## config.mk

```make
export PLATFORM = sky130hd
export DESIGN_NAME = round_sequencer
export DESIGN_NICKNAME = d
export VERILOG_FILES = /design/src/rtl/round_sequencer.sv
export SDC_FILE = /design/constraint.sdc
export NUM_CORES = 1
export LEC_CHECK = 0
export ABC_AREA = 1
export CORE_MARGIN = 3
export CORE_UTILIZATION = 55
export DETAILED_ROUTE_END_ITERATION = 8
export PLACE_DENSITY = 0.74
export SYNTH_ARGS = -nofsm -noshare
export SYNTH_HDL_FRONTEND = slang
export SYNTH_SLANG_ARGS = --single-unit
```

## constraint.sdc

```tcl
create_clock -name clock_i -period 3.2 [get_ports clock_i]
set_input_delay 0.64 -clock clock_i [delete_from_list [all_inputs] [get_ports clock_i]]
set_output_delay 0.64 -clock clock_i [all_outputs]
set_load 0.02 [all_outputs]
```

## src/rtl/round_sequencer.sv

```systemverilog
// round_sequencer: memory-game round controller that grows a symbol pattern, plays it out and checks player input.
// Optional input timeout is compiled in with ROUND_SEQ_TIMEOUT_EN.
module round_sequencer #(
    parameter int MAX_LEN       = 16,
    parameter int LIVES         = 3,
    parameter int TICK_DIV      = 25000000,
    parameter int TIMEOUT_TICKS = 10
) (
    input  logic       clock_i,
    input  logic       reset_ni,
    input  logic       start_i,
    input  logic [2:0] rand_sym_i,
    input  logic       sym_valid_i,
    input  logic [2:0] sym_in_i,
    output logic [2:0] display_out_o,
    output logic       display_active_o,
    output logic [7:0] score_o,
    output logic [3:0] lives_o,
    output logic       game_over_o,
    output logic       win_o,
    output logic       busy_o
);
    localparam int LW = $clog2(MAX_LEN + 1);
    localparam int IW = $clog2(MAX_LEN);
    localparam int TW = (TICK_DIV > 1) ? $clog2(TICK_DIV) : 1;

    typedef enum logic [3:0] {
        S_IDLE, S_START_WAIT, S_APPEND, S_SHOW, S_GAP, S_INPUT, S_SCORE, S_MISS, S_OVER, S_WIN
    } state_t;

    state_t          state_q, state_d;
    logic [LW-1:0]   len_q, len_d;
    logic [IW-1:0]   idx_q, idx_d;
    logic [TW-1:0]   tick_q, tick_d;
    logic [7:0]      score_q, score_d;
    logic [3:0]      lives_q, lives_d;
    logic [2:0]      pattern_q [MAX_LEN];
    logic            wr_en;
    logic [2:0]      cur_sym;
    logic            tick_wrap;
    logic            last;
    logic            unused_rand;

    // Only the two low generator bits pick one of the four symbols.
    assign unused_rand = rand_sym_i[2];

`ifdef ROUND_SEQ_TIMEOUT_EN
    localparam int SW = $clog2(TIMEOUT_TICKS + 1);
    logic [SW-1:0]   step_q, step_d;
`else
    logic            unused_timeout;
    assign unused_timeout = (TIMEOUT_TICKS > 0);
`endif

    assign cur_sym   = pattern_q[idx_q];
    assign tick_wrap = tick_q == TW'(TICK_DIV - 1);
    assign last      = (LW'(idx_q) + 1'b1) == len_q;

    assign display_out_o    = (state_q == S_SHOW) ? cur_sym : 3'd0;
    assign display_active_o = (state_q == S_SHOW) || (state_q == S_GAP);
    assign score_o          = score_q;
    assign lives_o          = lives_q;
    assign game_over_o      = (state_q == S_OVER) || (state_q == S_WIN);
    assign win_o            = state_q == S_WIN;
    assign busy_o           = !((state_q == S_IDLE) || (state_q == S_OVER) || (state_q == S_WIN));

    // Pattern storage; contents survive reset since len gates every read.
    always_ff @(posedge clock_i) begin
        if (wr_en) pattern_q[len_q[IW-1:0]] <= {1'b0, rand_sym_i[1:0]} + 3'd1;
    end

    // Control and datapath registers.
    always_ff @(posedge clock_i or negedge reset_ni) begin
        if (!reset_ni) begin
            state_q <= S_IDLE;
            len_q   <= '0;
            idx_q   <= '0;
            tick_q  <= '0;
            score_q <= '0;
            lives_q <= 4'(LIVES);
`ifdef ROUND_SEQ_TIMEOUT_EN
            step_q  <= '0;
`endif
        end else begin
            state_q <= state_d;
            len_q   <= len_d;
            idx_q   <= idx_d;
            tick_q  <= tick_d;
            score_q <= score_d;
            lives_q <= lives_d;
`ifdef ROUND_SEQ_TIMEOUT_EN
            step_q  <= step_d;
`endif
        end
    end

    // Next-state logic: playback pacing, input matching, score and lives bookkeeping.
    always_comb begin
        state_d = state_q;
        len_d   = len_q;
        idx_d   = idx_q;
        tick_d  = tick_q + 1'b1;
        score_d = score_q;
        lives_d = lives_q;
        wr_en   = 1'b0;
`ifdef ROUND_SEQ_TIMEOUT_EN
        step_d  = step_q;
`endif
        case (state_q)
            S_IDLE, S_OVER, S_WIN: begin
                if (start_i) begin
                    state_d = S_START_WAIT;
                    score_d = '0;
                    len_d   = '0;
                    lives_d = 4'(LIVES);
                end
            end
            S_START_WAIT: begin
                if (!start_i) state_d = S_APPEND;
            end
            S_APPEND: begin
                wr_en   = 1'b1;
                len_d   = len_q + 1'b1;
                idx_d   = '0;
                tick_d  = '0;
                state_d = S_SHOW;
            end
            S_SHOW: begin
                if (tick_wrap) begin
                    tick_d  = '0;
                    state_d = S_GAP;
                end
            end
            S_GAP: begin
                if (tick_wrap) begin
                    tick_d = '0;
                    if (last) begin
                        idx_d   = '0;
                        state_d = S_INPUT;
`ifdef ROUND_SEQ_TIMEOUT_EN
                        step_d  = '0;
`endif
                    end else begin
                        idx_d   = idx_q + 1'b1;
                        state_d = S_SHOW;
                    end
                end
            end
            S_INPUT: begin
`ifdef ROUND_SEQ_TIMEOUT_EN
                tick_d = tick_wrap ? '0 : tick_q + 1'b1;
                step_d = tick_wrap ? step_q + 1'b1 : step_q;
`endif
                if (sym_valid_i && sym_in_i != 3'd0) begin
                    if (sym_in_i == cur_sym) begin
                        state_d = last ? S_SCORE : S_INPUT;
                        idx_d   = last ? idx_q : idx_q + 1'b1;
`ifdef ROUND_SEQ_TIMEOUT_EN
                        tick_d  = '0;
                        step_d  = '0;
`endif
                    end else begin
                        state_d = S_MISS;
                    end
                end
`ifdef ROUND_SEQ_TIMEOUT_EN
                else if (tick_wrap && step_q == SW'(TIMEOUT_TICKS - 1)) begin
                    state_d = S_MISS;
                end
`endif
            end
            S_SCORE: begin
                score_d = (score_q == 8'hFF) ? score_q : score_q + 8'd1;
                state_d = (len_q == LW'(MAX_LEN)) ? S_WIN : S_APPEND;
            end
            S_MISS: begin
                if (lives_q == 4'd1) begin
                    lives_d = '0;
                    state_d = S_OVER;
                end else begin
                    lives_d = lives_q - 4'd1;
                    idx_d   = '0;
                    tick_d  = '0;
                    state_d = S_SHOW;
                end
            end
            default: state_d = S_IDLE;
        endcase
    end
endmodule
```

==> flow_summary.toml, run 1 <==
[logic_synthesis]
avgSynthCellArea_um2 = 8.666
synth-seq-cells = 98
synth_cells = 611
async_reset_ff_frac = 0.5102
syn_nets = 631
ys_types = 43
yosysWarnings = 0
synthFlopType = "edfxtp_1"
synth-edff-count = 48
yosysSeqAreaShare = 0.5090
synthesis.area_um2 = 5295

[clock_tree]
clockBufferDepth = 2
htreeDepth = 3
cts_tree = "yes"
cts.clk_slew.worst_paths_ns = 0.09
cts_setup_buffers = 0
cts_made_buffers = 9
root_buffer = "clkbuf_8"
clkLatencyLatePin_ns = 0.36
holdBufCountCts = 0
cts.sinks = 98

[worst_setup_path]
r2r_cells = 14
critical_path_buf_inv_count = 2
startpoint = "idx_q[1]$_DFFE_PN0P_"
cp_max_fo = 9
crit_type = "flip-flop to output pin"
worstPathArrival_ns = 2.43
worstSetupStartpointType = "flip-flop"
cpLargestDelayFamily = "buffers and inverters"
reg2reg_slack_ns = 0.93
cp-end-kind = "output pin"
crit_end = "display_out_o[0]"
required_ns = 2.56
cpPeakStageDelay_ns = 0.63
path_depth = 7
r2r-start = "idx_q[0]$_DFFE_PN0P_"
reg2reg_to = "idx_q[1]$_DFFE_PN0P_"
cp_cell_sequence = "inv_1 > nor2_1 > o21ai_1 > nand3_1 > nand2_1 > a21oi_1 > clkdlybuf4s50_1"
cp_slowest_cell = "dfrtp_1"

[drt]
vias = 4016
first_pass_iters = 5
routed_wl_mm = 10.56
vias_per_cell = 5.169
wl_per_cell_um = 13.59
drtIter0Drc = 195
ant_nets = 0
post-route-drc-count = 0

[layout]
syn2layout_area_growth_pct = 10.73
layout.cells.non_filler = 777
final_common_cell = "nand2_1"
drive_gt1_frac = 0.1250
antennaDiodeCount = 0
fill_cells = 783
multi_input_area_um2 = 2205
layout_common_cells = "nand2_1, nor2_1, inv_1"
register_area_um2 = 2695
design_area_um2 = 5863
finalNetCount = 663

[sta]
holdWs_ns = 0.4637
fin_worst_skew_ns = 0.01439
rsz0062_at_grt = "false"
hold_viol = 0
slew_headroom = 0.2796
drv_slew = 0
period_minus_slack_ns = 3.065
tightestPinTransition_ns = 1.081
period_share = 0.9579
setup_viol = 0
max_freq_mhz = 326.2
fin_setup_tns_ns = 0

[worst_hold_path]
hold_path.class = "primary input to async pin"

[grt]
antenna_found_initial = 0
grt.busiest_layer = "met2"
grt_use_met2 = 0.3454
grt_max_degree = 51
grt.overflow.total = 0
grt_util_all_layers = 0.2032
gr-usage-met1 = 0.2676
grt_pass1_vias = 3927
use_met3 = 0.03352
grt_pass1_wl_mm = 17.92

[placed_design]
post-dp-hpwl_mm = 7.678
routabilityCongestion = 0.8504
io_buffers = 27
placed_cells = 761
dpl_cell_area_um2 = 5642

[pwr]
p_sw_w = 0.001497
pwr-share-seq = 0.408
combPwrFrac = 0.373
swShare = 0.3904
power_density_nw_per_um2 = 653.9
peakVddDrop_v = 0.0004456
leakage_nw = 2.586
internal-power_w = 0.002337
power_w = 0.003834
clockPowerShare = 0.219

[job]
maxCapViolCount = 0

[die]
die_height_um = 104.1
pin_count = 29
dieWidth_um = 104.1
die_area_um2 = 10840
start_util = 0.5704
coreArea_um2 = 9284
rows = 35

[outcome]
status = "completed"
[power by group through the flow]
stage | registers [W] | logic [W] | clock network [W]
4_1_cts | 0.00156 | 0.00143 | 0.000865
3_3_place_gp | 0.00158 | 0.00140 | 0
2_1_floorplan | 0.00158 | 0.00110 | 0
5_1_grt | 0.00158 | 0.00161 | 0.000907
3_5_place_dp | 0.00159 | 0.00142 | 0
6_report | 0.00156 | 0.00143 | 0.000840
[cell type report]
type	instances	area share
flip-flops and latches	98	0.4597
multi-input cells	428	0.3760
inverters	76	0.04994
repair buffers	30	0.04951
clock buffers	14	0.03500
well taps	129	0.02753
clock inverters	2	0.002347
[Yosys cell counts (2+ instances only)]
cell type	number	area [um2]
inv_2	9	33.78
nand4_1	4	25.02
nand3_1	41	205.2
inv_1	65	244.0
a21oi_1	21	105.1
dfstp_2	2	52.55
xnor2_1	3	26.28
buf_4	2	15.01
o21ai_0	21	105.1
and3_1	2	12.51
nor2_2	12	75.07
dfrtp_1	48	1201
nor2_1	78	292.8
edfxtp_1	48	1441
xor2_1	10	87.58
nand4_2	4	50.05
nand2_4	2	22.52
o21a_1	2	15.01
nor2_4	4	45.04
ha_1	10	125.1
o21ai_1	5	25.02
nor3_1	11	55.05
nor3_2	4	40.04
a211oi_1	2	15.01
nand2_2	10	62.56
nand3_2	7	70.07
buf_6	6	67.56
nand2_1	163	611.8
[registers in the layout, indices dropped and copies added (netlist names)]
signal,cells
tick_q,25
state_q,4
pattern_q,48
score_o,8
idx_q,4
lives_o,4
len_q,5
[layer usage]
metal | share of wire | wire, um
met2 | 0.49 | 5146
met4 | 0.011 | 112
met3 | 0.039 | 415
met1 | 0.46 | 4882
met5 | 0 | 0
[through the flow]
stage | setup slack, ns | util
5_1_grt | 0.005498 | 0.6315
4_1_cts | 0.1123 | 0.6313
6_report | 0.1347 | 0.6315
3_3_place_gp | 0.5511 | 0.6077
2_1_floorplan | 1.204 | -
3_5_place_dp | 0.5347 | 0.6077
[what timing repair did]
item	CTS	global route
endpoints found under the hold margin	0	0
setup endpoints to repair	0	1
resized for setup	0	1
[worst min-delay path by stage]
stage | from | to | slack, ns
floorplan | reset_ni | idx_q[0]$_DFFE_PN0P_ | 0.34
global placement | tick_q[0]$_DFF_PN0_ | tick_q[0]$_DFF_PN0_ | 0.44
detailed placement | tick_q[0]$_DFF_PN0_ | tick_q[0]$_DFF_PN0_ | 0.46
CTS | tick_q[0]$_DFF_PN0_ | tick_q[0]$_DFF_PN0_ | 0.48
global route | tick_q[0]$_DFF_PN0_ | tick_q[0]$_DFF_PN0_ | 0.50
finish | reset_ni | lives_o[3]$_DFFE_PN0P_ | 0.46
[kinds of logic after synthesis]
kind of cell             share of synthesized area
AND/OR/NAND/NOR                             0.3062
flip-flops                                  0.5090
buffers and inverters                      0.07467
AO/OA/AOI/OAI                              0.06191
XOR/XNOR                                   0.02458
adder cells (fa/ha/maj)                    0.02363
Power figures use the tool's default switching activity.
==> run 2, diff against run 1 <==
--- a/config.mk
+++ b/config.mk
@@ -6,6 +6,7 @@
 export NUM_CORES = 1
 export LEC_CHECK = 0
 export ABC_AREA = 1
+export CAP_MARGIN = 15
 export CORE_MARGIN = 3
 export CORE_UTILIZATION = 55
 export DETAILED_ROUTE_END_ITERATION = 8
==> flow_summary.toml, run 2 (synthesis gave the netlist of run 1 again) <==
[sta]
hold_viol = 0
fin_worst_skew_ns = 0.01522
fin_setup_tns_ns = 0
rsz0062_at_grt = "false"
period_minus_slack_ns = 3.044
worst_slack_ns = 0.1558
period_share = 0.9513
drv_slew = 0
slew_headroom = 0.6268
max_freq_mhz = 328.5
tightestPinTransition_ns = 0.5598
setup_viol = 0

[layout]
layout.cells.non_filler = 778
fill_cells = 782
final_common_cell = "nand2_1"
syn2layout_area_growth_pct = 11.11
antennaDiodeCount = 0
largest_register_ffs = 48
post-route-util = 0.6337
finalNetCount = 664
layout_common_cells = "nand2_1, nor2_1, inv_1"
drive_gt1_frac = 0.1263

[outcome]
status = "completed"

[placed_design]
io_buffers = 27
post-dp-hpwl_mm = 7.678
placed_cells = 761
place_ws_ns = 0.5347
routabilityCongestion = 0.8504

[pwr]
peakVddDrop_v = 0.0004443
p_sw_w = 0.001493
pwr-share-seq = 0.408
combPwrFrac = 0.373
clockPowerShare = 0.218
power_w = 0.003833
leakage_nw = 2.595
swShare = 0.3895
internal-power_w = 0.002340
power_density_nw_per_um2 = 651.4

[worst_setup_path]
cp_cell_sequence = "inv_1 > nor2_1 > o21ai_1 > nand3_1 > nand2_1 > a21oi_1 > clkdlybuf4s50_1"
cp_slowest_cell = "dfrtp_1"
worstSetupStartpointType = "flip-flop"
cpLargestDelayFamily = "buffers and inverters"
critical_path_buf_inv_count = 2
cpPeakStageDelay_ns = 0.62
worstPathArrival_ns = 2.40
crit_type = "flip-flop to output pin"
cp_max_fo = 9
required_ns = 2.56
cp-end-kind = "output pin"
reg2reg_slack_ns = 0.93

[drt]
ant_nets = 0
first_pass_iters = 5
post-route-drc-count = 0
wl_per_cell_um = 13.53
vias_per_cell = 5.154
vias = 4010
drtIter0Drc = 219
routed_wl_mm = 10.53

[die]
die_area_um2 = 10840
coreArea_um2 = 9284
pin_count = 29
die_height_um = 104.1
dieWidth_um = 104.1
rows = 35
start_util = 0.5704

[worst_hold_path]
hold_path.class = "primary input to async pin"

[clock_tree]
clockBufferDepth = 2
root_buffer = "clkbuf_8"
htreeDepth = 3
cts.sinks = 98
cts.clk_slew.worst_paths_ns = 0.09
cts_made_buffers = 9
cts_tree = "yes"
clkLatencyLatePin_ns = 0.36
holdBufCountCts = 0

[grt]
grt.overflow.total = 0
grt_pass1_wl_mm = 17.92
grt_pass1_vias = 3927
grt_util_all_layers = 0.2032
grt_max_degree = 51
antenna_found_initial = 0

[job]
maxCapViolCount = 0
-- run 2: metal layers --
metal,global-route usage,share of wire,up-vias
met5,0,0,-
met4,0.06363,0.011,0
met3,0.03352,0.037,7
met2,0.3454,0.49,66
met1,0.2676,0.46,1878
li1,-,-,2059
-- run 2: final timing paths --
check                                      from                endpoint  depth (start not counted)
min reg2reg                 tick_q[0]$_DFF_PN0_     tick_q[0]$_DFF_PN0_                          1
min                                    reset_ni  lives_o[3]$_DFFE_PN0P_                          1
max in group asynchronous              reset_ni  lives_o[0]$_DFFE_PN1P_                          2
max                        idx_q[1]$_DFFE_PN0P_        display_out_o[0]                          7
max reg2reg                idx_q[0]$_DFFE_PN0P_    idx_q[1]$_DFFE_PN0P_                         14
min in group clock_i        tick_q[0]$_DFF_PN0_     tick_q[0]$_DFF_PN0_                          1
-- run 2: area by class of cell --
type	count	area, um2	area share
clock inverters	2	13.76	0.002339
clock buffers	14	205.2	0.03488
flip-flops and latches	98	2695	0.4581
inverters	76	292.8	0.04977
multi-input cells	428	2205	0.3747
repair buffers	31	310.3	0.05274
well taps	129	161.4	0.02744
-- run 2: per-stage QoR --
step                hold WS [ns]  instance area (um2)
global route              0.1334                 5883
detailed placement        0.4636                 5642
floorplan                 0.3444                 5295
global placement          0.4428                 5642
CTS                       0.4757                 5861
finish                    0.1354                 5883
-- run 2: repair_timing --
| action | 4_1_cts | 5_1_grt |
|---|---|---|
| resized for setup | 0 | 1 |
| setup endpoints to repair | 0 | 1 |
| buffers inserted | 0 | 0 |
-- run 2: power groups by stage --
stage / registers (W) / clock network (W) / logic (W)
CTS: 0.00156 / 0.000865 / 0.00143
finish: 0.00156 / 0.000837 / 0.00143
detailed placement: 0.00159 / 0 / 0.00142
floorplan: 0.00158 / 0 / 0.00110
global route: 0.00158 / 0.000907 / 0.00161
global placement: 0.00158 / 0 / 0.00140
-- run 2: worst register-to-register path, stage by stage, from the launching register on --
cell and delay, ns:
dfrtp_1 0.45, buf_4 0.24, buf_4 0.20, ha_1 0.20
nand2_1 0.08, nand2_1 0.12, inv_1 0.06, nand2_1 0.06
nand3_1 0.10, nor3_4 0.19, nand2_2 0.13, nand3_1 0.09
o21ai_0 0.09, nand3_1 0.09, nand2_1 0.06
==> run 3, diff against run 2 <==
--- a/config.mk
+++ b/config.mk
@@ -8,9 +8,9 @@
 export ABC_AREA = 1
 export CAP_MARGIN = 15
 export CORE_MARGIN = 3
-export CORE_UTILIZATION = 55
+export CORE_UTILIZATION = 60
 export DETAILED_ROUTE_END_ITERATION = 8
-export PLACE_DENSITY = 0.74
+export PLACE_DENSITY = 0.8
 export SYNTH_ARGS = -nofsm -noshare
 export SYNTH_HDL_FRONTEND = slang
 export SYNTH_SLANG_ARGS = --single-unit
==> flow_summary.toml, run 3 (synthesis gave the netlist of run 1 again) <==
[drt]
drtIter0Drc = 234
first_pass_iters = 6
post-route-drc-count = 0
routed_wl_mm = 11.05
vias_per_cell = 5.448
wl_per_cell_um = 14.66
vias = 4108
ant_nets = 0

[worst_hold_path]
hold_path.class = "primary input to async pin"

[worst_setup_path]
cp-end-kind = "output pin"
startpoint = "idx_q[0]$_DFFE_PN0P_"
r2r_cells = 14
worstPathArrival_ns = 2.38
cp_max_fo = 34
required_ns = 2.56
crit_end = "display_out_o[0]"
r2r-start = "idx_q[1]$_DFFE_PN0P_"
worstSetupStartpointType = "flip-flop"
crit_type = "flip-flop to output pin"
reg2reg_slack_ns = 1.10
reg2reg_to = "idx_q[2]$_DFFE_PN0P_"

[grt]
grt_pass1_vias = 3932
grt_pass1_wl_mm = 18.79
grt.overflow.total = 0
antenna_found_initial = 0
grt_max_degree = 35
grt_util_all_layers = 0.2370

[die]
coreArea_um2 = 8382
pin_count = 29
die_area_um2 = 9988
rows = 33
start_util = 0.6317
die_height_um = 99.94
dieWidth_um = 99.94

[clock_tree]
htreeDepth = 3
cts_setup_buffers = 0
holdBufCountCts = 0
cts.clk_slew.worst_paths_ns = 0.09
cts_tree = "yes"
clkLatencyLatePin_ns = 0.36
clockBufferDepth = 2
root_buffer = "clkbuf_8"
cts_made_buffers = 9
cts.sinks = 98
cts_resized = 0

[layout]
drive_gt1_frac = 0.1263
register_area_um2 = 2695
design_area_um2 = 5839
largest_register_ffs = 48
final_common_cell = "nand2_1"
finalNetCount = 664
layout_common_cells = "nand2_1, nor2_1, inv_1"
syn2layout_area_growth_pct = 10.28
layout.cells.non_filler = 754
fill_cells = 685
multi_input_area_um2 = 2205
antennaDiodeCount = 0

[pwr]
leakage_nw = 2.603
peakVddDrop_v = 0.0003345
power_density_nw_per_um2 = 653.9
power_w = 0.003819

[placed_design]
place_ws_ns = 0.5036
placed_cells = 738
dpl_cell_area_um2 = 5632
io_buffers = 27
routabilityCongestion = 0.9522
post-dp-hpwl_mm = 8.154

[sta]
period_minus_slack_ns = 3.021
fin_setup_tns_ns = 0
fin_worst_skew_ns = 0.01018
period_share = 0.9440
slew_headroom = 0.6020
rsz0062_at_grt = "false"
max_freq_mhz = 331.0
hold_viol = 0
drv_slew = 0
tightestPinTransition_ns = 0.5970
setup_viol = 0
worst_slack_ns = 0.1793

[outcome]
status = "completed"

[job]
maxCapViolCount = 0
run 3: changes by cell type in the layout (fill, tap and decap cells not counted), sizes merged:
cell,previous run,this run
clkdlybuf4s50,25,24
bufinv,0,1
dlymetal6s2s,1,2
clkbuf,14,11
inv,77,78
clkinv,1,2
run 3: stage by stage:
stage | util | hold WS [ns]
4_1_cts | 0.6961 | 0.2367
3_5_place_dp | 0.6719 | 0.4602
3_3_place_gp | 0.6719 | 0.4421
2_1_floorplan | - | 0.3444
5_1_grt | 0.6967 | 0.2483
6_report | 0.6967 | 0.2307
run 3: worst max-delay path, cell delays in order (launching register included):
cell and delay [ns]:
dfrtp_1 0.41, buf_12 0.18, inv_6 0.17, nand2_2 0.06, nand3_1 0.09, nand2_1 0.05
nor2_1 0.14, nand2_1 0.10, a21oi_1 0.17, clkdlybuf4s50_1 0.64
run 3: layer usage:
metal	vias to the layer above	global-route usage	wire, um
li1	2043	-	-
met1	1932	0.3319	4997
met2	106	0.3771	5261
met3	27	0.03127	508
met4	0	0.09454	287
met5	-	0	0
run 3: how the worst min path moves through the flow:
stage | from | to | slack, ns | cells past startpoint
after floorplan | reset_ni | idx_q[0]$_DFFE_PN0P_ | 0.34 | 0
after global placement | tick_q[0]$_DFF_PN0_ | tick_q[0]$_DFF_PN0_ | 0.44 | 1
after detailed placement | tick_q[0]$_DFF_PN0_ | tick_q[0]$_DFF_PN0_ | 0.46 | 1
after CTS | reset_ni | len_q[3]$_DFFE_PN0P_ | 0.24 | 1
after global routing | reset_ni | len_q[1]$_DFFE_PN0P_ | 0.25 | 1
final | reset_ni | idx_q[2]$_DFFE_PN0P_ | 0.23 | 1
run 3: area by class of cell:
cell class	count	area share
Tap cell	105	0.02250
Clock inverter	5	0.01050
Clock buffer	11	0.02421
Sequential cell	98	0.4615
Timing Repair Buffer	31	0.05357
Inverter	76	0.05014
Multi-Input combinational cell	428	0.3775
run 3: report_power, final:
group          leakage, nW  switching [W]  internal (W)
Sequential            1.11       0.000103       0.00145
Combinational         1.39       0.000978      0.000466
Clock                0.106       0.000428      0.000389
Total                 2.60        0.00151       0.00231
